**config.mk**
```make
export PLATFORM = sky130hd
export DESIGN_NAME = texter_out_sched
export DESIGN_NICKNAME = d
export VERILOG_FILES = /design/src/rtl/texter_out_sched.sv
export SDC_FILE = /design/constraint.sdc
export NUM_CORES = 1
export LEC_CHECK = 0
export ABC_AREA = 1
export BUFFER_PORTS_ARGS = -buffer_cell sky130_fd_sc_hd__buf_4
export CORE_MARGIN = 8
export CORE_UTILIZATION = 50
export DETAILED_ROUTE_END_ITERATION = 12
export HOLD_SLACK_MARGIN = 0.02
export PLACE_DENSITY = 0.78
export SLEW_MARGIN = 20
export SYNTH_ARGS = -nofsm -noshare
export SYNTH_HDL_FRONTEND = slang
export SYNTH_SLANG_ARGS = --single-unit
```
**constraint.sdc**
```tcl
create_clock -name clk -period 2.52 [get_ports clk]
set_input_delay 0.504 -clock clk [delete_from_list [all_inputs] [get_ports clk]]
set_output_delay 0.504 -clock clk [all_outputs]
set_load 0.01 [all_outputs]
```
**src/rtl/texter_out_sched.sv**
```systemverilog
// ---------------------------------------------------------------------------
// texter_out_sched
//
// Output scheduler for the single-button texter. Character, space and
// backspace events from texter_control are queued in a small circular FIFO,
// expanded into short byte sequences and handed one byte at a time to the
// shared serial transmitter through a start/busy handshake. The block also
// tracks the terminal column so it can wrap lines automatically and refuse
// to backspace past the start of a line.
//
// Ports:
//   clk        system clock
//   reset      synchronous, active-high reset
//   ev_char    one-cycle strobe: enqueue a character event with char_code
//   ev_space   one-cycle strobe: enqueue a space event
//   ev_back    one-cycle strobe: enqueue a backspace event
//   char_code  ASCII code, sampled only with ev_char
//   tx_busy    transmitter busy, high while a byte is being shifted out
//   tx_start   one-cycle strobe, tx_data valid in the same cycle
//   tx_data    byte to transmit, holds its value between strobes
//   full       FIFO holds DEPTH entries
//   overflow   sticky, set when an event had to be dropped
//   col        current terminal column, 0..LINE_LEN-1
// ---------------------------------------------------------------------------
module texter_out_sched #(
  parameter int DEPTH    = 8,   // power of two, >= 2
  parameter int LINE_LEN = 16   // >= 2
) (
  input  logic                              clk,
  input  logic                              reset,
  input  logic                              ev_char,
  input  logic                              ev_space,
  input  logic                              ev_back,
  input  logic [7:0]                        char_code,
  input  logic                              tx_busy,
  output logic                              tx_start,
  output logic [7:0]                        tx_data,
  output logic                              full,
  output logic                              overflow,
  output logic [$clog2(LINE_LEN+1)-1:0]     col
);

  localparam int PTR_W = $clog2(DEPTH);
  localparam int CNT_W = $clog2(DEPTH + 1);
  localparam int COL_W = $clog2(LINE_LEN + 1);

  typedef enum logic [1:0] {
    EV_NONE  = 2'd0,
    EV_CHAR  = 2'd1,
    EV_SPACE = 2'd2,
    EV_BACK  = 2'd3
  } ev_kind_t;

  typedef struct packed {
    ev_kind_t   kind;
    logic [7:0] code;
  } entry_t;

  typedef enum logic [2:0] {
    IDLE,
    POP,
    ISSUE,
    GAP,
    WAIT
  } state_t;

  // -------------------------------------------------------------------------
  // Event selection: one event per cycle, backspace wins, then char, then
  // space. Losing strobes are simply ignored.
  // -------------------------------------------------------------------------
  entry_t in_entry;
  logic   ev_any;

  // NOTE: every signal assigned in always_comb gets a default first, so no
  // path leaves it unassigned and no latch is inferred.
  always_comb begin
    in_entry = '{kind: EV_NONE, code: 8'h00};
    ev_any   = 1'b0;
    if (ev_back) begin
      in_entry = '{kind: EV_BACK, code: 8'h00};
      ev_any   = 1'b1;
    end else if (ev_char) begin
      in_entry = '{kind: EV_CHAR, code: char_code};
      ev_any   = 1'b1;
    end else if (ev_space) begin
      in_entry = '{kind: EV_SPACE, code: 8'h20};
      ev_any   = 1'b1;
    end
  end

  // -------------------------------------------------------------------------
  // FIFO
  // -------------------------------------------------------------------------
  entry_t             mem [DEPTH];
  logic [PTR_W-1:0]   wr_ptr;
  logic [PTR_W-1:0]   rd_ptr;
  logic [CNT_W-1:0]   count;
  state_t             state;
  logic               pop;
  logic               accept;
  entry_t             head;

  assign pop    = (state == POP);
  // A pop in the same cycle frees a slot, so a full FIFO can still accept.
  assign accept = ev_any && ((count < CNT_W'(DEPTH)) || pop);
  assign full   = (count == CNT_W'(DEPTH));
  assign head   = mem[rd_ptr];

  // NOTE: the storage array has no reset; the pointers and count define
  // which entries are valid, so clearing the data itself buys nothing.
  always_ff @(posedge clk) begin
    if (accept) mem[wr_ptr] <= in_entry;
  end

  // NOTE: sequential state is only ever assigned with non-blocking <=, so
  // every flop samples the pre-edge values regardless of statement order.
  always_ff @(posedge clk) begin
    if (reset) begin
      wr_ptr   <= '0;
      rd_ptr   <= '0;
      count    <= '0;
      overflow <= 1'b0;
    end else begin
      if (accept) wr_ptr <= wr_ptr + PTR_W'(1);
      if (pop)    rd_ptr <= rd_ptr + PTR_W'(1);
      case ({accept, pop})
        2'b10:   count <= count + CNT_W'(1);
        2'b01:   count <= count - CNT_W'(1);
        default: count <= count;
      endcase
      if (ev_any && !accept) overflow <= 1'b1;
    end
  end

  // -------------------------------------------------------------------------
  // Sequence construction from the head entry and the current column.
  // Only evaluated meaningfully in POP.
  // -------------------------------------------------------------------------
  logic [1:0]       pop_len;
  logic [COL_W-1:0] col_next;

  always_comb begin
    pop_len  = 2'd0;
    col_next = col;
    case (head.kind)
      EV_CHAR, EV_SPACE: begin
        if (col == COL_W'(LINE_LEN - 1)) begin
          pop_len  = 2'd3;              // code, CR, LF
          col_next = '0;
        end else begin
          pop_len  = 2'd1;
          col_next = col + COL_W'(1);
        end
      end
      EV_BACK: begin
        // Never erase across a line boundary.
        if (col != '0) begin
          pop_len  = 2'd3;              // BS, space, BS
          col_next = col - COL_W'(1);
        end
      end
      default: begin
        pop_len  = 2'd0;
        col_next = col;
      end
    endcase
  end

  // -------------------------------------------------------------------------
  // Active sequence and byte selection
  // -------------------------------------------------------------------------
  logic       seq_back;
  logic [7:0] seq_code;
  logic [1:0] seq_len;
  logic [1:0] idx;
  logic [1:0] idx_next;
  logic [7:0] cur_byte;
  logic [7:0] last_data;

  assign idx_next = idx + 2'd1;

  always_comb begin
    cur_byte = 8'h00;
    if (seq_back) begin
      case (idx)
        2'd1:    cur_byte = 8'h20;
        default: cur_byte = 8'h08;
      endcase
    end else begin
      case (idx)
        2'd0:    cur_byte = seq_code;
        2'd1:    cur_byte = 8'h0D;
        default: cur_byte = 8'h0A;
      endcase
    end
  end

  // tx_start has to react to tx_busy in the very cycle ISSUE is entered to
  // meet the two-cycle event-to-strobe latency, so it is decoded from the
  // registered state rather than registered itself. Reset suppresses it so
  // an abandoned sequence never emits another strobe.
  assign tx_start = (state == ISSUE) && !tx_busy && !reset;
  assign tx_data  = tx_start ? cur_byte : last_data;

  // -------------------------------------------------------------------------
  // Scheduler FSM
  // -------------------------------------------------------------------------
  always_ff @(posedge clk) begin
    if (reset) begin
      state     <= IDLE;
      seq_back  <= 1'b0;
      seq_code  <= 8'h00;
      seq_len   <= 2'd0;
      idx       <= 2'd0;
      col       <= '0;
      last_data <= 8'h00;
    end else begin
      case (state)
        IDLE: begin
          // Looking at accept as well lets a fresh event go straight to POP.
          if ((count != '0) || accept) state <= POP;
        end
        POP: begin
          seq_back <= (head.kind == EV_BACK);
          seq_code <= head.code;
          seq_len  <= pop_len;
          idx      <= 2'd0;
          col      <= col_next;
          state    <= (pop_len == 2'd0) ? IDLE : ISSUE;
        end
        ISSUE: begin
          if (!tx_busy) begin
            last_data <= cur_byte;
            state     <= GAP;
          end
        end
        GAP: begin
          // Busy is ignored here; the transmitter raises it one cycle late.
          state <= WAIT;
        end
        WAIT: begin
          if (!tx_busy) begin
            idx   <= idx_next;
            state <= (idx_next < seq_len) ? ISSUE : IDLE;
          end
        end
        default: state <= IDLE;
      endcase
    end
  end

endmodule

```
==> key figures, run 1 <==
Synthesis
  • Commonest cells post-synth: 155 x sky130_fd_sc_hd__nand2_1, 92 x sky130_fd_sc_hd__inv_1, 80 x sky130_fd_sc_hd__edfxtp_1
  • Part of the Yosys area used for sequential elements: 57.69%
  • Most used standard cell by instance count after synthesis: sky130_fd_sc_hd__nand2_1
  • Syn avg cell area: approximately 9 um2
  • Cell taking the most area after synthesis: sky130_fd_sc_hd__edfxtp_1
  • Count of flip-flops with a built-in enable after synthesis: 80
  • Primary flip-flop cell chosen by synthesis mapping: sky130_fd_sc_hd__edfxtp_1
  • FFs w/ async S/R, synth: 0%
  • Post-synthesis register bit count: 123
  • Yosys cell types: 33
  • Share of Yosys cell area claimed by the top area cell type: 42.47%
  • Syn Std Cell Area: 5657 um2
  • Synthesized net count: 655
  • Cells after synthesis: ~630
  • Leading cell types by total area after synthesis: sky130_fd_sc_hd__edfxtp_1 42%, sky130_fd_sc_hd__dfxtp_1 15%, sky130_fd_sc_hd__nand2_1 10%
  • Count of warnings emitted by yosys: 0

Place
  • DP Wirelength: 8051 um
  • Final Wtd Congestion: 0.8500
  • Quantity of I/O buffers inserted on ports: 29
  • Worst slack, placed: approximately 0.25 ns
  • Number of instances in the placed design: 794

Cells and area
  • Total Nets Final: 698
  • Number of inserted diodes: 0
  • Register Area: approximately 3300 um2
  • Number of fillers in the final layout: about 900
  • Area of combinational cells with multiple inputs: 1909 um2
  • Signed area change from the synthesized netlist to the final layout: 17.23%
  • Layout cells sized above 1: 13.32%
  • Final instance count without filler cells: approximately 830

GRT
  • Via count of the first global-routing pass: 4176
  • Global route overflow: 0
  • Antenna violations before repair: 0
  • Wire length of the first global-routing pass: 19350 um
  • Pin count of the biggest net entering global routing: 31
  • Overall global routing resource usage: 16.93%

Route
  • Number of search-and-repair iterations in the first detailed-routing pass: 5
  • Total Routed Length: ~12000 um
  • Via/cell ratio: around 5.2
  • Routed Antenna Nets: 0
  • Number of design-rule violations left by the first detailed-router iteration: around 380
  • Per-cell routed wire length: 14.58 um
  • DRC violation count after routing: 0
  • Vias: 4318

STA
  • Setup clock skew after layout: 0.01105 ns
  • Number of endpoints failing setup at the final stage: 0
  • Maximum clock frequency: 0.4305 GHz
  • Slew @ Worst Pin: 0.5796 ns
  • Share of the clock period used by the worst path: between 90 and 100%
  • Number of pins exceeding their max-slew limit in the final report: 0
  • Final worst setup slack: 0.1971 ns
  • Shortest clock period the worst path allows after layout: 2.323 ns
  • Count of endpoints failing hold in the final timing report: 0
  • Worst rel slew slack: 61.21%

Worst setup path
  • Type of the worst setup path: flip-flop to primary output
  • Worst EP arrival: 1.82 ns
  • Setup crit end kind: primary output
  • Cell type with the highest occurrence count on the critical path: sky130_fd_sc_hd__inv_1
  • Reg2reg end: col[4]
  • Logic depth of the worst register-to-register path: 11
  • Delay of the slowest cell on the worst path: 0.35 ns
  • Cell-by-cell listing of the critical path: inv_1 -> ha_1 -> inv_1 -> nor2_2 -> nand2_1 -> nand3_1 -> o21ai_0 -> buf_4
  • Data required time of the worst path: 2.02 ns
  • Crit-path slowest cell: sky130_fd_sc_hd__dfxtp_1
  • CP max FO: 5
  • Internal reg-to-reg setup slack: roughly 0.30 ns
  • CP startpoint kind: flip-flop

Die
  • Core area: approximately 11000 um2
  • Initial standard-cell utilization of the core: 50.40%
  • Die height: between 100 and 150 um
  • Count of pins on the block boundary: 30
  • Total Die Area: around 15000 um2
  • Row count: 39
  • Horizontal die dimension: 122.4 um

Clock network
  • CTS tree: yes
  • Clock network latency to the later pin of the worst-skew pair: 0.41 ns
  • Clock transition at path regs: 0.06 ns
  • Number of buffers added by the clock tree synthesis step: 17
  • Clock tree root buffer cell: sky130_fd_sc_hd__clkbuf_16
  • Post CTS Setup Buffer Count: 0
  • Maximum root-to-sink buffer count: 2
  • H-tree Lvls: 4
  • Clock sinks: 123

Min path
  • Min-delay worst type: input port to flip-flop
  • Worst-case hold path end point: state[2]
  • Hold Startpoint: tx_busy
  • Instance count along the most critical hold path: 3

Run
  • MaxCap Viol Count: 0

Run status
  • Status: completed

Power
  • Maximum vdd ir drop: roughly 0.69 mV
  • Static leakage: around 2.9 nW
  • Power per standard cell area: 1028 nW/um2
  • Total power: 0.006815 W
## state kept, by name, summed over array words and instances, names as in the netlist, named ones only
| signal | flops |
|---|---|
| mem | 80 |
| seq_len | 2 |
| col | 5 |
| last_data | 8 |
| overflow | 1 |
| seq_code | 8 |
| count | 4 |
| rd_ptr | 3 |
| state | 3 |
| wr_ptr | 3 |
| idx | 2 |
| seq_back | 1 |
## where the power goes
| group | switching, W | internal [W] | total [W] |
|---|---|---|---|
| combinational | 0.00124 | 0.000675 | 0.00192 |
| clock | 0.000878 | 0.00135 | 0.00223 |
| sequential | 0.000201 | 0.00247 | 0.00267 |
## cell families after synthesis
| logic type | synth area share, % |
|---|---|
| AOI/OAI and AO/OA | 7.211 |
| xor gates and xnor gates | 0.9290 |
| adders and majority gates | 3.229 |
| buffers and inverters | 8.649 |
| DFF | 57.69 |
| and+or+nand+nor | 22.30 |
## worst max-delay path, delay by kind of cell (launching register included)
kind	cells	cell delay, ns
and+or+nand+nor	3	0.40
DFF	1	0.35
buffers and inverters	3	0.32
adders and majority gates	1	0.24
AOI/OAI and AO/OA	1	0.10
## metrics by stage
step | instance area (um2) | utilization (%) | TNS (ns) | hold slack, ns
2_1_floorplan | 5657 | - | 0 | 0.4419
3_3_place_gp | 6071 | 54.09 | 0 | 0.4528
3_5_place_dp | 6071 | 54.09 | 0 | 0.4562
4_1_cts | 6623 | 59.01 | 0 | 0.3824
5_1_grt | 6631 | 59.09 | -0.003186 | 0.3887
6_report | 6631 | 59.09 | 0 | 0.3950
## repair_timing
action                     in CTS  in global routing
resized for setup               0                  3
hold buffers                    0                  0
setup endpoints to repair       0                  9
## area by class of cell
cell class / count / area share (%)
tap: 143 / 2.698
inverter: 97 / 5.491
clock inverter: 14 / 1.849
timing repair buffer: 48 / 5.491
clock buffer: 18 / 6.472
multi-input combinational: 383 / 28.79
sequential: 123 / 49.21
## worst max-delay path by stage
stage,startpoint,endpoint
finish,idx[0],tx_data[3]
global route,flip-flop,col[4]
CTS,idx[0],tx_data[3]
detailed placement,flip-flop,col[4]
global placement,flip-flop,col[0]
floorplan,ev_back,mem[1][0]
## metal layers
metal,wire [um],track usage (%),up-vias
li1,-,-,2146
met5,0,0,-
met3,819,5.520,31
met1,5186,20.41,1983
met2,5758,26.27,158
met4,278,9.749,0
## layout by cell type, fill, tap and decap left out, types with 2 or more instances in the layout
master / n
sky130_fd_sc_hd__clkinv_4: 3
sky130_fd_sc_hd__edfxtp_1: 80
sky130_fd_sc_hd__a21oi_1: 34
sky130_fd_sc_hd__nor3_1: 8
sky130_fd_sc_hd__xor2_1: 4
sky130_fd_sc_hd__nor2_1: 39
sky130_fd_sc_hd__clkinv_1: 4
sky130_fd_sc_hd__buf_4: 47
sky130_fd_sc_hd__nand2_1: 155
sky130_fd_sc_hd__clkbuf_16: 17
sky130_fd_sc_hd__nand3_4: 2
sky130_fd_sc_hd__inv_1: 92
sky130_fd_sc_hd__clkinvlp_4: 3
sky130_fd_sc_hd__o31ai_1: 7
sky130_fd_sc_hd__ha_1: 12
sky130_fd_sc_hd__o22ai_1: 2
sky130_fd_sc_hd__o21ai_0: 30
sky130_fd_sc_hd__nand2_2: 2
sky130_fd_sc_hd__o21ai_1: 3
sky130_fd_sc_hd__nand3_1: 68
sky130_fd_sc_hd__clkinv_2: 2
sky130_fd_sc_hd__inv_2: 3
sky130_fd_sc_hd__xnor2_1: 2
sky130_fd_sc_hd__inv_6: 3
sky130_fd_sc_hd__dfxtp_1: 43
sky130_fd_sc_hd__nand4_1: 3
Note: power is estimated with default switching activity, not from simulation.
==> run 2, diff against run 1 <==
--- a/config.mk
+++ b/config.mk
@@ -10,6 +10,7 @@
 export CORE_MARGIN = 8
 export CORE_UTILIZATION = 50
 export DETAILED_ROUTE_END_ITERATION = 12
+export GPL_TIMING_DRIVEN = 0
 export HOLD_SLACK_MARGIN = 0.02
 export PLACE_DENSITY = 0.78
 export SLEW_MARGIN = 20
==> key figures, run 2 (synthesis results as in run 1) <==
STA
  • Shortest clock period the worst path allows after layout: between 2 and 2.5 ns
  • RSZ-0062 raised after global routing: false
  • Worst Hold Slack: 0.4068 ns
  • Number of endpoints failing setup at the final stage: 0
  • Slew @ Worst Pin: 1.129 ns
  • Worst rel slew slack: 24.42%
  • Number of pins exceeding their max-slew limit in the final report: 0
  • Setup clock skew after layout: 0.009483 ns
  • Maximum clock frequency: about 0.43 GHz
  • Total negative slack: 0 ns
  • Count of endpoints failing hold in the final timing report: 0
  • Share of the clock period used by the worst path: between 90% and 100%

Min path
  • Hold Startpoint: tx_busy
  • Worst-case hold path end point: state[2]
  • Min-delay worst type: input port to flip-flop
  • Instance count along the most critical hold path: 3

Clock network
  • H-tree Lvls: 4
  • Clock network latency to the later pin of the worst-skew pair: approximately 0.42 ns
  • Number of buffers added by the clock tree synthesis step: 17
  • CTS tree: yes
  • Clock sinks: 123
  • Clock transition at path regs: 0.06 ns
  • Maximum root-to-sink buffer count: 2
  • CTS hold repair buffers: 0
  • Clock tree root buffer cell: sky130_fd_sc_hd__clkbuf_16

Cells and area
  • Post-route core utilization: roughly three fifths
  • Layout cells sized above 1: between 10% and 20%
  • Max reg flops: 80
  • Final instance count without filler cells: 832
  • Signed area change from the synthesized netlist to the final layout: 17.30%
  • Summed area of non-filler cells in the final layout: 6635 um2
  • Number of inserted diodes: 0
  • Total Nets Final: 704
  • Number of fillers in the final layout: between 900 and 1000
  • Most frequent standard cell in the layout excluding fill and tap cells: sky130_fd_sc_hd__nand2_1
  • Most frequent cells in the layout: 155 x sky130_fd_sc_hd__nand2_1, 92 x sky130_fd_sc_hd__inv_1, 80 x sky130_fd_sc_hd__edfxtp_1
  • Largest regs: mem x80, last_data x8, seq_code x8
  • Register bank with the most flops: mem

Run
  • MaxCap Viol Count: 0

Place
  • Total cell area at the placement stage: 6092 um2
  • Quantity of I/O buffers inserted on ports: 27
  • DP Wirelength: 9000 um
  • Number of instances in the placed design: 801
  • Final Wtd Congestion: 0.8345

Worst setup path
  • Worst EP arrival: approximately 2.6 ns
  • Internal reg-to-reg setup slack: 0.19 ns
  • CP startpoint kind: flip-flop
  • CP max FO: 10
  • Logic depth of the worst register-to-register path: 13
  • Reg2reg end: col[1]
  • Setup crit end kind: flip-flop
  • Data required time of the worst path: 2.82 ns
  • Type of the worst setup path: flip-flop to flip-flop

Die
  • Horizontal die dimension: 122.4 um
  • Total Die Area: between 10000 and 15000 um2
  • Initial standard-cell utilization of the core: 50.40%
  • Row count: 39
  • Count of pins on the block boundary: 30
  • Die height: 122.4 um
  • Core area: approximately 11000 um2

Route
  • Met3 wire length: 1025 um
  • Vias: 4508
  • Wire length on met2: 6550 um
  • Per-cell routed wire length: about 16 um
  • Via/cell ratio: 5.418
  • Routed metal-1 wire length: roughly 5300 um
  • Total Routed Length: between 10000 and 15000 um
  • Highest signal layer in the routed design: met4
  • Number of design-rule violations left by the first detailed-router iteration: 427
  • Number of search-and-repair iterations in the first detailed-routing pass: 6
  • DRC violation count after routing: 0
  • Routed Antenna Nets: 0

Power
  • Maximum vdd ir drop: 0.6185 mV
  • Static leakage: 2.879 nW
  • Power per standard cell area: a little over 1000 nW/um2

GRT
  • Antenna violations before repair: 0
  • Pin count of the biggest net entering global routing: 17
  • Wire length of the first global-routing pass: 21260 um
  • Via count of the first global-routing pass: 4395
  • Overall global routing resource usage: between 10% and 20%
  • Global route overflow: 0

Run status
  • Status: completed
run 2: worst max-delay path: stages (launching register included):
cell                       delay [ns]
sky130_fd_sc_hd__dfxtp_1         0.45
sky130_fd_sc_hd__clkinv_1        0.33
sky130_fd_sc_hd__o21ai_0         0.20
sky130_fd_sc_hd__o22ai_1         0.10
sky130_fd_sc_hd__nand2_1         0.09
sky130_fd_sc_hd__o21ai_2         0.09
sky130_fd_sc_hd__ha_1            0.21
sky130_fd_sc_hd__clkbuf_4        0.18
sky130_fd_sc_hd__inv_1           0.10
sky130_fd_sc_hd__nand2_1         0.10
sky130_fd_sc_hd__nand3_4         0.14
sky130_fd_sc_hd__clkinv_1        0.10
sky130_fd_sc_hd__nand2_1         0.07
sky130_fd_sc_hd__a21oi_1         0.06
run 2: per-stage QoR:
stage,setup slack (ns),total power (W)
2_1_floorplan,0.4260,0.004041
3_3_place_gp,-0.3839,0.004484
3_5_place_dp,0.04727,0.004597
4_1_cts,0.07472,0.006753
5_1_grt,0.007595,0.007170
6_report,0.1900,0.006794
run 2: worst max-delay path by stage:
stage / to / slack (ns) / depth (start not counted)
2_1_floorplan: mem[1][0] / 0.43 / 5
3_3_place_gp: mem[5][3] / -0.38 / 5
3_5_place_dp: mem[6][4] / 0.05 / 5
4_1_cts: col[4] / 0.07 / 12
5_1_grt: col[2] / 0.008 / 13
6_report: col[1] / 0.19 / 13
run 2: cell type report:
class                      count  area (um2)  area share, %
clock buffer                  18       429.2          6.468
sequential                   123        3263          49.18
clock inverter                14       97.59          1.471
inverter                      97       364.1          5.487
tap                          143       178.9          2.697
timing repair buffer          31       236.5          3.564
buffer                        23       130.1          1.961
multi-input combinational    383        1936          29.17
run 2: timing repair:
item                                    4_1_cts  5_1_grt
setup buffers                                 0        0
endpoints found under the setup margin        0        7
resized for setup                             0       10
run 2: layer usage:
metal	vias up	global-route usage, %
met5	-	0
met2	228	31.29
met4	0	9.825
met3	34	4.508
li1	2152	-
met1	2094	21.12
run 2: power by group:
part / total [W] / switching, W / leakage (nW) / internal, W
logic: 0.00198 / 0.00131 / 1.53 / 0.000675
registers: 0.00265 / 0.000184 / 1.09 / 0.00247
clock network: 0.00216 / 0.000908 / 0.252 / 0.00125
